**src/rtl/lab3_pkg.sv**
```systemverilog
// lab3_pkg -- definitions shared by the state sequencer and the downstream
// manual/memory state selector.
//   STATE_W       : width of one recorded state value
//   DEPTH_DEFAULT : default number of sequence memory entries
//   seq_state_t   : sequencer FSM encoding (IDLE, PLAY, HOLD)
package lab3_pkg;

  localparam int STATE_W       = 3;
  localparam int DEPTH_DEFAULT = 8;

  typedef enum logic [1:0] {
    IDLE = 2'd0,
    PLAY = 2'd1,
    HOLD = 2'd2
  } seq_state_t;

endpackage

```
**src/rtl/tick_gen.sv**
```systemverilog
// tick_gen -- playback prescaler. Counts 0..TICK_DIV-1 while enabled and
// asserts tick on the cycle the count sits at TICK_DIV-1, wrapping to 0.
// Dropping en returns the count to 0, so every enable starts a full period.
// Ports:
//   clk   : system clock, rising edge
//   reset : synchronous active-high reset
//   en    : count enable
//   tick  : one-cycle step strobe (combinational from the count)
module tick_gen #(
  parameter int TICK_DIV = 50000000
) (
  input  logic clk,
  input  logic reset,
  input  logic en,
  output logic tick
);

  localparam int CW = (TICK_DIV > 1) ? $clog2(TICK_DIV) : 1;

  logic [CW-1:0] cnt;

  assign tick = en & (cnt == CW'(TICK_DIV - 1));

  always_ff @(posedge clk) begin
    if (reset || !en) begin
      cnt <= '0;
    end else if (tick) begin
      cnt <= '0;
    end else begin
      cnt <= cnt + CW'(1);
    end
  end

endmodule

```
**src/rtl/state_sequencer.sv**
```systemverilog
// state_sequencer -- records a sequence of manually selected states and plays
// it back, one entry per TICK_DIV clock cycles.
// Build option: define SEQ_LOOP_EN to make playback wrap from the last entry
// back to the first forever; otherwise playback stops in HOLD on the last
// entry and raises done.
// Ports:
//   clk              : system clock, rising edge
//   reset            : synchronous active-high reset (discards the sequence)
//   run              : 1 = play back, 0 = idle (recording allowed)
//   rec_key          : debounced record button level; each rising edge records
//   clear            : one-cycle pulse emptying the sequence
//   state_in         : state value to record
//   CurrentState_mem : registered playback output (0 when idle or empty)
//   seq_len          : number of stored entries, 0..DEPTH
//   full             : seq_len == DEPTH
//   done             : playback reached the last entry (non-loop build only)
module state_sequencer
  import lab3_pkg::*;
#(
  parameter int TICK_DIV = 50000000,
  parameter int DEPTH    = DEPTH_DEFAULT
) (
  input  logic               clk,
  input  logic               reset,
  input  logic               run,
  input  logic               rec_key,
  input  logic               clear,
  input  logic [STATE_W-1:0] state_in,
  output logic [STATE_W-1:0] CurrentState_mem,
  output logic [3:0]         seq_len,
  output logic               full,
  output logic               done
);

  localparam int PW = (DEPTH > 1) ? $clog2(DEPTH) : 1;

  seq_state_t         state;
  logic [STATE_W-1:0] mem [DEPTH];
  logic [PW-1:0]      wr_ptr;
  logic [PW-1:0]      rd_ptr;
  logic               rec_d;
  logic               rec_edge;
  logic               wr_en;
  logic               tick_en;
  logic               tick;
  logic               at_last;

  assign full     = (seq_len == 4'(DEPTH));
  assign rec_edge = rec_key & ~rec_d;
  // clear wins over a same-cycle record request
  assign wr_en    = (state == IDLE) & rec_edge & ~full & ~clear;
  // Gating with run/clear zeroes the prescaler on the same edge that leaves PLAY
  assign tick_en  = (state == PLAY) & run & ~clear;
  assign at_last  = (4'(rd_ptr) == (seq_len - 4'd1));

  tick_gen #(
    .TICK_DIV(TICK_DIV)
  ) u_tick_gen (
    .clk  (clk),
    .reset(reset),
    .en   (tick_en),
    .tick (tick)
  );

  // Sequence storage; contents survive reset and clear, only seq_len matters
  always_ff @(posedge clk) begin
    if (!reset && wr_en) begin
      mem[wr_ptr] <= state_in;
    end
  end

  always_ff @(posedge clk) begin
    if (reset) begin
      state            <= IDLE;
      wr_ptr           <= '0;
      rd_ptr           <= '0;
      seq_len          <= '0;
      done             <= 1'b0;
      CurrentState_mem <= '0;
      rec_d            <= 1'b0;
    end else begin
      rec_d <= rec_key;
      if (clear) begin
        state            <= IDLE;
        wr_ptr           <= '0;
        rd_ptr           <= '0;
        seq_len          <= '0;
        done             <= 1'b0;
        CurrentState_mem <= '0;
      end else begin
        if (wr_en) begin
          wr_ptr  <= wr_ptr + PW'(1);
          seq_len <= seq_len + 4'd1;
        end
        case (state)
          IDLE: begin
            CurrentState_mem <= '0;
            done             <= 1'b0;
            rd_ptr           <= '0;
            if (run && (seq_len != 4'd0)) begin
              state <= PLAY;
            end
          end
          PLAY: begin
            if (!run) begin
              state            <= IDLE;
              rd_ptr           <= '0;
              done             <= 1'b0;
              CurrentState_mem <= '0;
            end else begin
              // Output follows the pointer register, one cycle behind it
              CurrentState_mem <= mem[rd_ptr];
              if (tick) begin
                if (at_last) begin
`ifdef SEQ_LOOP_EN
                  rd_ptr <= '0;
`else
                  state <= HOLD;
                  done  <= 1'b1;
`endif
                end else begin
                  rd_ptr <= rd_ptr + PW'(1);
                end
              end
            end
          end
          HOLD: begin
            if (!run) begin
              state            <= IDLE;
              rd_ptr           <= '0;
              done             <= 1'b0;
              CurrentState_mem <= '0;
            end else begin
              CurrentState_mem <= mem[rd_ptr];
            end
          end
          default: state <= IDLE;
        endcase
      end
    end
  end

endmodule

```
**config.mk**
```make
export PLATFORM = sky130hd
export DESIGN_NAME = state_sequencer
export DESIGN_NICKNAME = d
export VERILOG_FILES = /design/src/rtl/lab3_pkg.sv /design/src/rtl/tick_gen.sv /design/src/rtl/state_sequencer.sv
export SDC_FILE = /design/constraint.sdc
export NUM_CORES = 1
export LEC_CHECK = 0
export BUFFER_PORTS_ARGS = -buffer_cell sky130_fd_sc_hd__buf_2
export CAP_MARGIN = 20
export CORE_MARGIN = 10
export CORE_UTILIZATION = 40
export CTS_BUF_LIST = sky130_fd_sc_hd__clkbuf_4 sky130_fd_sc_hd__clkbuf_8
export DETAILED_ROUTE_END_ITERATION = 10
export MAX_ROUTING_LAYER = met4
export SKIP_CTS_REPAIR_TIMING = 1
export SYNTH_ARGS = -nofsm -noshare
export SYNTH_HDL_FRONTEND = slang
export SYNTH_SLANG_ARGS = --single-unit
export TNS_END_PERCENT = 10
```
**constraint.sdc**
```tcl
create_clock -name clk -period 4.17 [get_ports clk]
set_input_delay 0.2085 -clock clk [delete_from_list [all_inputs] [get_ports clk]]
set_output_delay 0.2085 -clock clk [all_outputs]
set_load 0.01 [all_outputs]
```
==> reports/metrics.cfg <==
[status]
status = completed

[global_route]
grt_util_all_layers = 0.1134
grt_pass1_wl_mm = 10.32
grt_pass1_vias = 2079
grt_max_degree = 27
overflow = 0
antenna_found_initial = 0

[sta]
setup_viol = 0
period_share = 0.6605
maxSlewViolCount = 0
finalCriticalPeriod_ps = 2754
rsz0062_at_grt = false
tns_ps = 0
slew_headroom = 0.4186
fmax_ghz = 0.3631
worst_pin_slew_ps = 872.0
hold_violations = 0
fin_skew_ps = 11.07

[die]
coreArea_mm2 = 0.007687
die_area_mm2 = 0.01183
die_x_um = 108.8
rows = 32
die_h_um = 108.8
start_util = 0.4098
ios = 17

[worst_setup_path]
arrival_ps = 2720
worstPathMaxFanout = 7
cp-end-kind = flop
worstSetupPathType = flop to flop
startpoint_type = flop
rrSetupSlack_ps = 1420
cp_data_required_time_ps = 4140

[clocking]
cts_buffer_depth = 2
tritoncts.num_buffers = 9
cts_tree = done
cts_sinks = 70
cts_max_level = 3
path_clk_slew_ps = 70
cts_root_buf = clkbuf_8
insertion_delay_ps = 340

[power_and_ir_drop]
comb_power_share = 0.021
max-vdd-ir-drop_uv = 152.5
p_total_mw = 1.357
switching_share = 0.1958
power_density_mw_per_mm2 = 381.4
power_frac_seq = 0.522
p_clk_frac = 0.457
power.leakage_nw = 1.199
internal_power_mw = 1.091
p_switching_mw = 0.2657

[synthesis]
async_flop_share = 0
ys.flop_type = dfxtp_1
syn_area_per_cell_um2 = 10.68
syn_nets = 314
ys_seq_area_frac = 0.5210
ys_seq_elements = 70
yosysUniqueCellTypes = 45
syn_area_mm2 = 0.003151
synth_edf_count = 24
syn_inst = 295
yosys_warnings = 0

[layout]
final_area_mm2 = 0.003557
syn_to_final_growth_pct = 12.91
final_common_cell = dfxtp_1
fill_cells = 732
nets = 334
most-common-layout-cells = dfxtp_1 (46), nor2_1 (45), nand2_1 (25), edfxtp_1 (24), xor2_1 (19)
final_cells = 422
diodes = 0
drive_gt1_frac = 0.1531

[placed_design]
dp_hpwl_mm = 4.377
place_inst = 406
port_buffers = 16
placed_area_mm2 = 0.003328
place_congestion = 0.8304

[job]
max_cap_violations = 0

[detailed_routing]
drt_iter0_markers = 107
num_vias = 2156
finalWirelength_mm = 6.067
avgViaCountPerCell = 5.109
drc_errors = 0
dr.pass1.iters = 4
wl_per_cell_um = 14.38
ant_nets = 0

[min_path]
min_path_type = input port to flop

-- Yosys cell counts, types with 6 or more instances --
cell type | number | area share
xnor2_1 | 11 | 0.031
a21oi_1 | 11 | 0.017
edfxtp_1 | 24 | 0.23
xor2_1 | 19 | 0.053
dfxtp_1 | 46 | 0.29
inv_1 | 9 | 0.011
and3_1 | 6 | 0.012
nand2_1 | 25 | 0.030
nand4_1 | 9 | 0.018
ha_1 | 11 | 0.044
mux4_2 | 6 | 0.043
nand3_1 | 11 | 0.017
nor2_1 | 45 | 0.054
-- final timing paths --
| path | from | endpoint | cells past startpoint |
|---|---|---|---|
| max | state[0] | mem[2][1] | 6 |
| min | rec_key | rec_d | 2 |
| max reg2reg | state[0] | mem[2][1] | 6 |
| min reg2reg | u_tick_gen.cnt[0] | u_tick_gen.cnt[0] | 1 |
-- layer usage --
metal	track usage	wire length (µm)	vias up
li1	-	-	1093
met1	0.1394	2871	1018
met5	-	0	-
met4	0.04520	81	0
met2	0.1707	2819	38
met3	0.03481	294	7
-- cell type report --
class	instances	area (µm²)	share of cell area
clock buffer	12	158.9	0.04467
clock inverter	4	70.07	0.01970
inverter	9	33.78	0.009497
multi-input combinational	209	1445	0.4063
sequential	70	1642	0.4615
tap	102	127.6	0.03588
timing repair buffer	16	80.08	0.02251
-- power groups by stage --
stage	registers [mW]	logic [mW]	clock network, mW
after floorplan	0.724	0.0158	0
after global placement	0.724	0.0275	0
after detailed placement	0.724	0.0280	0
after CTS	0.709	0.0282	0.631
after global routing	0.709	0.0311	0.665
final	0.709	0.0280	0.620
-- logic make-up after synthesis --
kind of cell / after synthesis / share of synthesized area
AOI/OAI and AO/OA: 25 / 0.05243
xor gates and xnor gates: 30 / 0.08340
adders and majority gates: 11 / 0.04368
buffers and inverters: 16 / 0.02025
DFF: 70 / 0.5210
muxes: 10 / 0.05679
and+or+nand+nor: 133 / 0.2224
-- critical path: stages (launching register included) --
cell and delay, ps:
dfxtp_1 360, inv_1 90, ha_1 180, nor4bb_1 450
nor2b_1 550, nand2_1 200, nor4_1 540
-- state kept, by name (all words and copies together) (netlist names), named ones only --
signal            flops
CurrentState_mem      3
state                 2
u_tick_gen.cnt       26
wr_ptr                3
mem                  24
seq_len               4
rd_ptr                3
done                  1
rec_d                 1
-- per-stage QoR --
step	setup slack, ps	hold WS (ps)	utilization
finish	1416	87.15	0.4627
global route	1186	93.45	0.4627
global placement	1728	436.0	0.4329
floorplan	1937	280.1	-
detailed placement	1505	441.7	0.4329
CTS	1434	80.68	0.4627
Power figures use the tool's default switching activity.
